## src/rtl/sram_2rw_pkg.sv

```systemverilog
// sram_2rw_pkg: shared types, constants and byte-merge helper for the 2RW SRAM model.
package sram_2rw_pkg;
    typedef enum logic [1:0] {CLEAR, DONE, RUN} clr_state_t;
    localparam int BYTE_W = 8;
    function automatic logic [BYTE_W-1:0] byte_merge(input logic [BYTE_W-1:0] old, data, input logic mask_n);
        return mask_n ? old : data;
    endfunction
endpackage

```

## src/rtl/sram_2rw_if.sv

```systemverilog
// sram_2rw_if: one SRAM access port (address, active-low controls, byte mask, data, read strobe).
interface sram_2rw_if #(
    parameter int AW    = 4,
    parameter int WIDTH = 32
);
    localparam int MW = WIDTH / 8;
    logic [AW-1:0]    A;
    logic             CSB;
    logic             WEB;
    logic             OEB;
    logic [MW-1:0]    BMB;
    logic [WIDTH-1:0] I;
    logic [WIDTH-1:0] O;
    logic             OV;
    modport master(output A, CSB, WEB, OEB, BMB, I, input O, OV);
    modport slave(input A, CSB, WEB, OEB, BMB, I, output O, OV);
endinterface

```

## src/rtl/sram_2rw_clear_fsm.sv

```systemverilog
// sram_2rw_clear_fsm: power-on clear sequencer; zeroes one word per cycle, then raises READY.
module sram_2rw_clear_fsm
    import sram_2rw_pkg::*;
#(
    parameter int   DEPTH = 16,
    localparam int  AW    = $clog2(DEPTH)
) (
    input  logic          CE,
    input  logic          RSTB,
    output logic          ready_o,
    output logic          clr_we_o,
    output logic [AW-1:0] clr_addr_o
);
    localparam logic [1:0] S_CLEAR = CLEAR;
    localparam logic [1:0] S_DONE  = DONE;
    localparam logic [1:0] S_RUN   = RUN;
    logic [1:0]    state_q, state_d;
    logic [AW-1:0] cnt_q, cnt_d;
    logic          ready_q, ready_d;
    logic          last;
    always_comb begin
        last    = cnt_q == AW'(DEPTH - 1);
        state_d = state_q == S_CLEAR ? (last ? S_DONE : S_CLEAR) : S_RUN;
        cnt_d   = (state_q == S_CLEAR && !last) ? cnt_q + AW'(1) : cnt_q;
        ready_d = state_q != S_CLEAR;
    end
    always_ff @(posedge CE or negedge RSTB) begin
        if (!RSTB) begin
            state_q <= S_CLEAR;
            cnt_q   <= '0;
            ready_q <= 1'b0;
        end else begin
            state_q <= state_d;
            cnt_q   <= cnt_d;
            ready_q <= ready_d;
        end
    end
    assign ready_o    = ready_q;
    assign clr_we_o   = state_q == S_CLEAR;
    assign clr_addr_o = cnt_q;
endmodule

```

## src/rtl/sram_2rw_param.sv

```systemverilog
// sram_2rw_param: parametrised two-port R/W SRAM model with byte masks, read-first collisions and power-on clear.
// Define SRAM_2RW_OUTREG_EN to add an output pipeline register (2-cycle read latency).
module sram_2rw_param
    import sram_2rw_pkg::*;
#(
    parameter int  DEPTH = 16,
    parameter int  WIDTH = 32,
    localparam int AW    = $clog2(DEPTH),
    localparam int MW    = WIDTH / 8
) (
    input  logic      CE,
    input  logic      RSTB,
    output logic      READY,
    output logic      COLL,
    sram_2rw_if.slave p1,
    sram_2rw_if.slave p2
);
    logic [WIDTH-1:0] mem_q [DEPTH];
    logic             clr_we;
    logic [AW-1:0]    clr_addr;
    logic             in1, in2, rd1, rd2, wr1, wr2, coll_d, coll_q;
    logic [MW-1:0]    en1, en2;
    logic [WIDTH-1:0] o1_q, o2_q;
    logic             ov1_q, ov2_q;

    sram_2rw_clear_fsm #(.DEPTH(DEPTH)) u_clear_fsm (
        .CE        (CE),
        .RSTB      (RSTB),
        .ready_o   (READY),
        .clr_we_o  (clr_we),
        .clr_addr_o(clr_addr)
    );

    assign in1    = 32'(p1.A) < 32'(DEPTH);
    assign in2    = 32'(p2.A) < 32'(DEPTH);
    assign rd1    = READY & ~p1.CSB & ~p1.OEB;
    assign rd2    = READY & ~p2.CSB & ~p2.OEB;
    assign wr1    = READY & ~p1.CSB & ~p1.WEB & in1;
    assign wr2    = READY & ~p2.CSB & ~p2.WEB & in2;
    assign en1    = wr1 ? ~p1.BMB : '0;
    assign en2    = wr2 ? ~p2.BMB : '0;
    assign coll_d = wr1 & wr2 & (p1.A == p2.A) & |(en1 & en2);

    // Port 2 merged first so port 1 overrides it on shared bytes
    always_ff @(posedge CE) begin
        for (int w = 0; w < DEPTH; w++) begin
            for (int k = 0; k < MW; k++) begin
                mem_q[w][k*BYTE_W +: BYTE_W] <= (clr_we && clr_addr == AW'(w)) ? '0 :
                    byte_merge(byte_merge(mem_q[w][k*BYTE_W +: BYTE_W], p2.I[k*BYTE_W +: BYTE_W],
                                          !(en2[k] && p2.A == AW'(w))),
                               p1.I[k*BYTE_W +: BYTE_W], !(en1[k] && p1.A == AW'(w)));
            end
        end
    end

    // Reads sample pre-edge contents, giving read-first behaviour
    always_ff @(posedge CE or negedge RSTB) begin
        if (!RSTB) begin
            o1_q   <= '0;
            o2_q   <= '0;
            ov1_q  <= 1'b0;
            ov2_q  <= 1'b0;
            coll_q <= 1'b0;
        end else begin
            ov1_q  <= rd1;
            ov2_q  <= rd2;
            coll_q <= coll_d;
            if (rd1) o1_q <= in1 ? mem_q[p1.A] : '0;
            if (rd2) o2_q <= in2 ? mem_q[p2.A] : '0;
        end
    end
    assign COLL = coll_q;

`ifdef SRAM_2RW_OUTREG_EN
    logic [WIDTH-1:0] o1r_q, o2r_q;
    logic             ov1r_q, ov2r_q;
    always_ff @(posedge CE or negedge RSTB) begin
        if (!RSTB) begin
            o1r_q  <= '0;
            o2r_q  <= '0;
            ov1r_q <= 1'b0;
            ov2r_q <= 1'b0;
        end else begin
            o1r_q  <= o1_q;
            o2r_q  <= o2_q;
            ov1r_q <= ov1_q;
            ov2r_q <= ov2_q;
        end
    end
    assign p1.O  = o1r_q;
    assign p2.O  = o2r_q;
    assign p1.OV = ov1r_q;
    assign p2.OV = ov2r_q;
`else
    assign p1.O  = o1_q;
    assign p2.O  = o2_q;
    assign p1.OV = ov1_q;
    assign p2.OV = ov2_q;
`endif
endmodule

```

## src/flat_wrapper.sv

```systemverilog
// flat-port wrapper written by rule: the top's interface ports become plain ports
module sram_2rw_param_flat import sram_2rw_pkg::*;
#(
    parameter int  DEPTH = 16,
    parameter int  WIDTH = 32,
    localparam int AW    = $clog2(DEPTH),
    localparam int MW    = WIDTH / 8
)
  (CE, RSTB, READY, COLL, p1_A, p1_CSB, p1_WEB, p1_OEB, p1_BMB, p1_I, p1_O, p1_OV, p2_A, p2_CSB, p2_WEB, p2_OEB, p2_BMB, p2_I, p2_O, p2_OV);
  sram_2rw_if #(.AW(4), .WIDTH(WIDTH)) p1_i ();
  sram_2rw_if #(.AW(4), .WIDTH(WIDTH)) p2_i ();
  input  logic CE;
  input  logic RSTB;
  output logic READY;
  output logic COLL;
  input wire logic [$bits(p1_i.A)-1:0] p1_A;
  input wire logic [$bits(p1_i.CSB)-1:0] p1_CSB;
  input wire logic [$bits(p1_i.WEB)-1:0] p1_WEB;
  input wire logic [$bits(p1_i.OEB)-1:0] p1_OEB;
  input wire logic [$bits(p1_i.BMB)-1:0] p1_BMB;
  input wire logic [$bits(p1_i.I)-1:0] p1_I;
  output wire logic [$bits(p1_i.O)-1:0] p1_O;
  output wire logic [$bits(p1_i.OV)-1:0] p1_OV;
  input wire logic [$bits(p2_i.A)-1:0] p2_A;
  input wire logic [$bits(p2_i.CSB)-1:0] p2_CSB;
  input wire logic [$bits(p2_i.WEB)-1:0] p2_WEB;
  input wire logic [$bits(p2_i.OEB)-1:0] p2_OEB;
  input wire logic [$bits(p2_i.BMB)-1:0] p2_BMB;
  input wire logic [$bits(p2_i.I)-1:0] p2_I;
  output wire logic [$bits(p2_i.O)-1:0] p2_O;
  output wire logic [$bits(p2_i.OV)-1:0] p2_OV;
  assign p1_i.A = p1_A;
  assign p1_i.CSB = p1_CSB;
  assign p1_i.WEB = p1_WEB;
  assign p1_i.OEB = p1_OEB;
  assign p1_i.BMB = p1_BMB;
  assign p1_i.I = p1_I;
  assign p1_O = p1_i.O;
  assign p1_OV = p1_i.OV;
  assign p2_i.A = p2_A;
  assign p2_i.CSB = p2_CSB;
  assign p2_i.WEB = p2_WEB;
  assign p2_i.OEB = p2_OEB;
  assign p2_i.BMB = p2_BMB;
  assign p2_i.I = p2_I;
  assign p2_O = p2_i.O;
  assign p2_OV = p2_i.OV;
  sram_2rw_param #(.DEPTH(DEPTH), .WIDTH(WIDTH)) u_core (.CE(CE), .RSTB(RSTB), .READY(READY), .COLL(COLL), .p1(p1_i), .p2(p2_i));
endmodule
```

## config.mk

```make
export PLATFORM = sky130hd
export DESIGN_NAME = sram_2rw_param_flat
export DESIGN_NICKNAME = d
export VERILOG_FILES = /design/src/rtl/sram_2rw_pkg.sv /design/src/rtl/sram_2rw_if.sv /design/src/rtl/sram_2rw_clear_fsm.sv /design/src/rtl/sram_2rw_param.sv /design/src/flat_wrapper.sv
export SDC_FILE = /design/constraint.sdc
export NUM_CORES = 1
export LEC_CHECK = 0
export BUFFER_PORTS_ARGS = -buffer_cell sky130_fd_sc_hd__buf_4
export CORE_ASPECT_RATIO = 1.2
export CORE_MARGIN = 3
export CORE_UTILIZATION = 30
export DETAILED_ROUTE_END_ITERATION = 10
export PLACE_DENSITY_LB_ADDON = 0.08
export SYNTH_ARGS = -nofsm -noshare
export SYNTH_HDL_FRONTEND = slang
export SYNTH_HIERARCHICAL = 1
export SYNTH_SLANG_ARGS = --single-unit
```

## constraint.sdc

```tcl
create_clock -name CE -period 2.55 [get_ports CE]
set_input_delay 0.51 -clock CE [delete_from_list [all_inputs] [get_ports CE]]
set_output_delay 0.51 -clock CE [all_outputs]
set_load 0.01 [all_outputs]
```

# --- After elaboration in Yosys (flattened, before gate mapping) ---
# Memory sizes are Yosys's and may differ from the RTL's. A register that Yosys moved wholly into a read port is not among the register bits.
# Index checks and enable logic that the tools add are counted.
# W data, S select, Z words.
word_totals:
  out_inout_bits: 68
  memories: 1
  inputBits: 88
  regBits: 10
  ramBits: 512
  elab_cells: 486
classes:
  eq_ne: 110
  n_reduce_logical: 154
  addsub: 1
  bitwise: 18
  n_mux: 196
mem_list:
  columns: ["name", "words", "width", "read_ports", "rd_ports_with_merged_regs", "write_ports", "line", "rtl"]
  rows:
  - ["u_core.mem_q", 16, 32, 2, 2, 16, "sram_2rw_param.sv:18", "logic [WIDTH-1:0] mem_q [DEPTH];"]
ops:
  columns: ["cell", "n"]
  rows:
  - ["$mux W8", 192]
  - ["$ne A3 B3 Y1 const B", 64]
  - ["$logic_and A1 B1 Y1", 145]
  - ["$eq A4 B4 Y1 const B", 24]
  - ["$eq A4 B3 Y1 const B", 12]
  - ["$eq A4 B2 Y1 const B", 6]
  - ["$eq A4 B1 Y1 const B", 3]
  - ["$logic_not A4 Y1", 3]
  - ["$and A1 B1 Y1", 9]
  - ["$mux W4", 2]
  - ["$not A4 Y4", 2]
  - ["$not A1 Y1", 6]
  - ["$add A4 B1 Y4 const B", 1]
  - ["$and A4 B4 Y4", 1]
  - ["$eq A4 B4 Y1", 1]
  - ["$reduce_or A4 Y1", 1]
  - ["$logic_not A1 Y1", 3]
  - ["$logic_not A2 Y1", 1]
  - ["$mux W2", 1]
  - ["$reduce_bool A2 Y1", 1]
  - ["$mux W1", 1]

# --- Longest topological paths before layout ---
depth:
  depth_word: 8
  depth_mapped: 8

# --- By module ---
# Netlist, hierarchy kept.
by_module_without_submodules:
  columns: ["module", "instances", "area_each_um2", "seq_area_each_um2", "cells_per_inst"]
  rows:
  - ["sram_2rw_param", 1, 34997.3, 17051.4, 3132]
  - ["sram_2rw_clear_fsm", 1, 265.3, 150.1, 20]

# --- Least setup slack after synthesis ---
# OpenSTA, ideal clock, no wires.
synth_path:
  kind: "input port to flip-flop"
  from: "in p2_A[1]"
  to: "mem u_core.mem_q[0][0] (enable)"
  required_time_ns: 2.221
  path_slack_ns: 0.223
  path_buffers: 4
  stages: 7
  t_arrival_ns: 1.998
  path_cell_list: "buf_2 buf_4 buf_4 buf_2 nor4_1 a21oi_1 nand2_1"
synth_rtl:
  columns: ["item", "line", "rtl"]
  rows:
  - ["from (decl)", "flat_wrapper.sv:24", "input wire logic [$bits(p2_i.A)-1:0] p2_A;"]
  - ["to (decl)", "sram_2rw_param.sv:18", null]

==> summary.txt <==
Outcome
  • Status: complete, no violations

Floorplanning
  • Die Ht: 381.6 um
  • Starting Density: 30.30%
  • Core footprint: 116,400 um^2
  • DIE AREA: 121,700 um^2
  • Die W: 319.0 um
  • Core Rows: 137
  • I/O pin cnt: 156

Route
  • DRC: 0
  • Vias: 28,630
  • Wire per inst: 31.97 um
  • Initial DRC Count: 2,935
  • DRT Pass-1 Iters: 5
  • Remaining antenna violation count: 0
  • Routed WL: 159.3 mm
  • Avg Vias per Cell: 5.745

Setup path
  • Critical path data arrival time: 2.67 ns
  • Path depth of the worst reg2reg path: 5
  • Buffers & Inverters on Critical Path: 2
  • Critical-path maximum fanout: 17
  • Worst path required time: 2.81 ns
  • CP Capture Type: register
  • FF-to-FF End: u_core/mem_q[15][8]
  • Sequence of cells on the critical path: buf_4, or3b_1, nor2_2, buf_12, a211o_1
  • Slowest cell on crit path: or3b_1
  • CP startpoint kind: register
  • Cell family with most CP delay: simple AND/OR/NAND/NOR gates
  • CP Class: reg2reg
  • Critical Path Max Stage Delay: 0.57 ns
  • Crit Reg-Reg Startpoint: u_core/u_clear_fsm/ready_o
  • R2R setup slack: 0.14 ns

Yosys
  • Netlist cell types: 54
  • Post-synth top area share: 43.60%
  • Most common flop cell mapped by yosys: edfxtp_1
  • Syn Area/Cell: 11.19 um^2
  • Top post-synthesis cells by area: edfxtp_1 44%, mux2i_1 22%, nor2_1 6.2%
  • Synth area leader: edfxtp_1
  • Syn Nets: 3,241
  • Synth warnings: 6
  • Post-synth EDFFs: 512
  • Flop and latch count out of synthesis: 585
  • Post-Synthesis Cells: 3,152
  • Sequential cell area fraction in the yosys report: 48.78%
  • Syn Std Cell Area: 35,260 um^2
  • Ys async rst share: 12.48%

Final layout
  • Fin util: 37.35%
  • Layout cells sized above 1: 22.41%
  • Cell Count, Final, Fillers Out: 4,983
  • Area grow syn2layout: 23.27%
  • Final #Nets: 3,491
  • ANT cells: 0

STA
  • RSZ-0062 raised after global routing: false
  • Final setup viols: 0
  • Final worst-path cycle share: 94.54%
  • Slew headroom: 36.58%
  • Clock Skews: 0.02141 ns
  • Fmax: 414.8 MHz
  • Final hold vios: 0
  • Final Max Slew Viols: 0
  • Slew of the pin with the lowest slew margin: 0.9470 ns
  • Crit path time final: 2.411 ns

Clock tree
  • CTS Sinks: 585
  • Htree depth: 3
  • CTS Root Cell: clkbuf_16
  • Clk buf depth: 3
  • Clk slew on worst S/H paths: 0.06 ns
  • Skew-Pair Late Insertion Delay: 0.64 ns
  • Num CTS Buffers: 68
  • CTS tree: built
  • Post_cts resized: 0

Min path
  • Hold crit path type: in2reg
  • Worst Hold Launch: p2_OEB
  • Worst Hold Depth: 3
  • Hold Path End: u_core/p2.OV

GRT
  • Global-route wire length before repair: 223.6 mm
  • Remaining Overflow, GRT: 0
  • Largest net degree at the start of global routing: 74
  • Gr usage total: 25.64%
  • Vias in the first global route: 28,940
  • Initial antenna violation count: 2

Place
  • # placed instances: 4,860
  • DPL Wire Length: 110.1 mm
  • Routability cong.: 0.8768
  • PortBufs: 155

Power and ir drop
  • Tot Pwr: 24.59 mW
  • P per Cell Area: 565.7 nW/um^2
  • Max VDD drop: 0.3992 mV
  • P_leak: 18.22 nW

Run
  • Max Cap Violations: 0
==> cell type report <==
| cell class | count | area [um^2] |
|---|---|---|
| multi-input combinational | 2233 | 16770 |
| inverter | 1 | 3.754 |
| sequential | 585 | 17200 |
| clock buffer | 91 | 1944 |
| clock inverter | 31 | 354.1 |
| tap | 1529 | 1913 |
| timing repair buffer | 513 | 5278 |
| fill | 11230 | 72920 |
==> Yosys cell counts (all sizes together) (2+ instances only) <==
master and instances:
edfxtp 512, mux2 2, nand3b 7, and3 12
a21oi 106, dfrtp 73, o21ai 35, or4b 4
a22oi 16, mux4 92, and2 5, nor3b 2
nor3 17, nor4 2, nand2 177, xnor2 4
nand4 3, or3 2, a31oi 69, nor2b 7
a211o 20, mux2i 776, a221oi 35, nor2 596
or3b 6, nor4b 4, o22ai 100, a2bb2oi 15
o221a 14, buf 146, nand3 91, clkbuf 187
nand2b 8
==> what timing repair did <==
action,4_1_cts,5_1_grt
hold buffers,1,0
endpoints found under the hold margin,55,0
setup buffers,0,0
==> logic make-up after synthesis <==
logic type                 count (synthesis)  synth area share [%]
and+or+nand+nor                          947                 11.33
muxes                                    870                 27.98
DFF                                      585                 48.78
AOI/OAI and AO/OA                        410                 7.526
buffers and inverters                    334                 4.222
xor gates and xnor gates                   5                0.1242
adders and majority gates                  1               0.03548
==> report_power, final <==
part / internal (mW) / switching (mW) / total (mW)
logic: 1.32 / 2.01 / 3.33
clock network: 6.17 / 4.26 / 10.4
registers: 10.7 / 0.175 / 10.8
==> layer usage <==
| layer | global-route usage, % | wire, um | up-vias |
|---|---|---|---|
| met5 | 0 | 0 | - |
| met3 | 3.525 | 10980 | 305 |
| met2 | 41.47 | 73730 | 1462 |
| li1 | - | - | 12240 |
| met1 | 34.58 | 67800 | 14630 |
| met4 | 10.64 | 6779 | 0 |
==> worst reg2reg max path: cells and delay by family, from the launching register on <==
kind | cells | cell delay (ns)
AND/OR/NAND/NOR | 2 | 0.80
AO/OA/AOI/OAI | 1 | 0.49
flip-flops | 1 | 0.39
buffers and inverters | 2 | 0.35
==> layout by cell type (no fill, tap or decap), types with 12 or more instances in the layout <==
cell / count
mux2i_1: 776
a2bb2oi_1: 15
edfxtp_1: 512
and3_1: 12
mux4_2: 92
nor2_4: 17
buf_4: 396
o22ai_1: 100
o221a_2: 12
a221oi_1: 35
clkbuf_1: 13
o21ai_0: 35
nand3_1: 91
dfrtp_1: 73
buf_12: 112
a22oi_1: 16
a31oi_1: 69
nor2_1: 575
a211o_1: 20
clkbuf_16: 73
a21oi_1: 106
nand2_1: 174
==> registers in the layout, indices dropped and copies added, names as in the netlist <==
signal / count
u_core/u_clear_fsm/clr_addr_o: 4
u_core/u_clear_fsm/ready_o: 1
u_core/COLL: 1
u_core/p1.O: 32
u_core/mem_q: 512
u_core/u_clear_fsm/state_q: 1
u_core/p2.OV: 1
u_core/p1.OV: 1
u_core/p2.O: 32
==> worst max path at each step <==
stage	endpoint	slack [ns]	start	cells past startpoint
after floorplan	u_core/mem_q[0][0]	0.22	p2_A[1]	7
after global placement	u_core/p2.O[11]	-0.04	p2_A[1]	6
after detailed placement	u_core/p2.O[11]	-0.04	p2_A[1]	6
after CTS	u_core/mem_q[15][8]	0.14	u_core/u_clear_fsm/ready_o	5
after global routing	u_core/mem_q[15][8]	0.05	u_core/u_clear_fsm/ready_o	5
final	u_core/mem_q[15][8]	0.14	u_core/u_clear_fsm/ready_o	5
==> per-stage QoR <==
step	worst slack (ns)	instance area, um^2	hold WS, ns	TNS (ns)
6_report	0.1392	43470	0.3535	0
5_1_grt	0.04923	43470	0.3457	0
4_1_cts	0.1384	43470	0.3027	0
3_3_place_gp	-0.04401	41160	0.5360	-0.1133
3_5_place_dp	-0.03568	41160	0.5477	-0.1691
2_1_floorplan	0.2227	35260	0.2144	0
(Power assumes the default switching activity.)
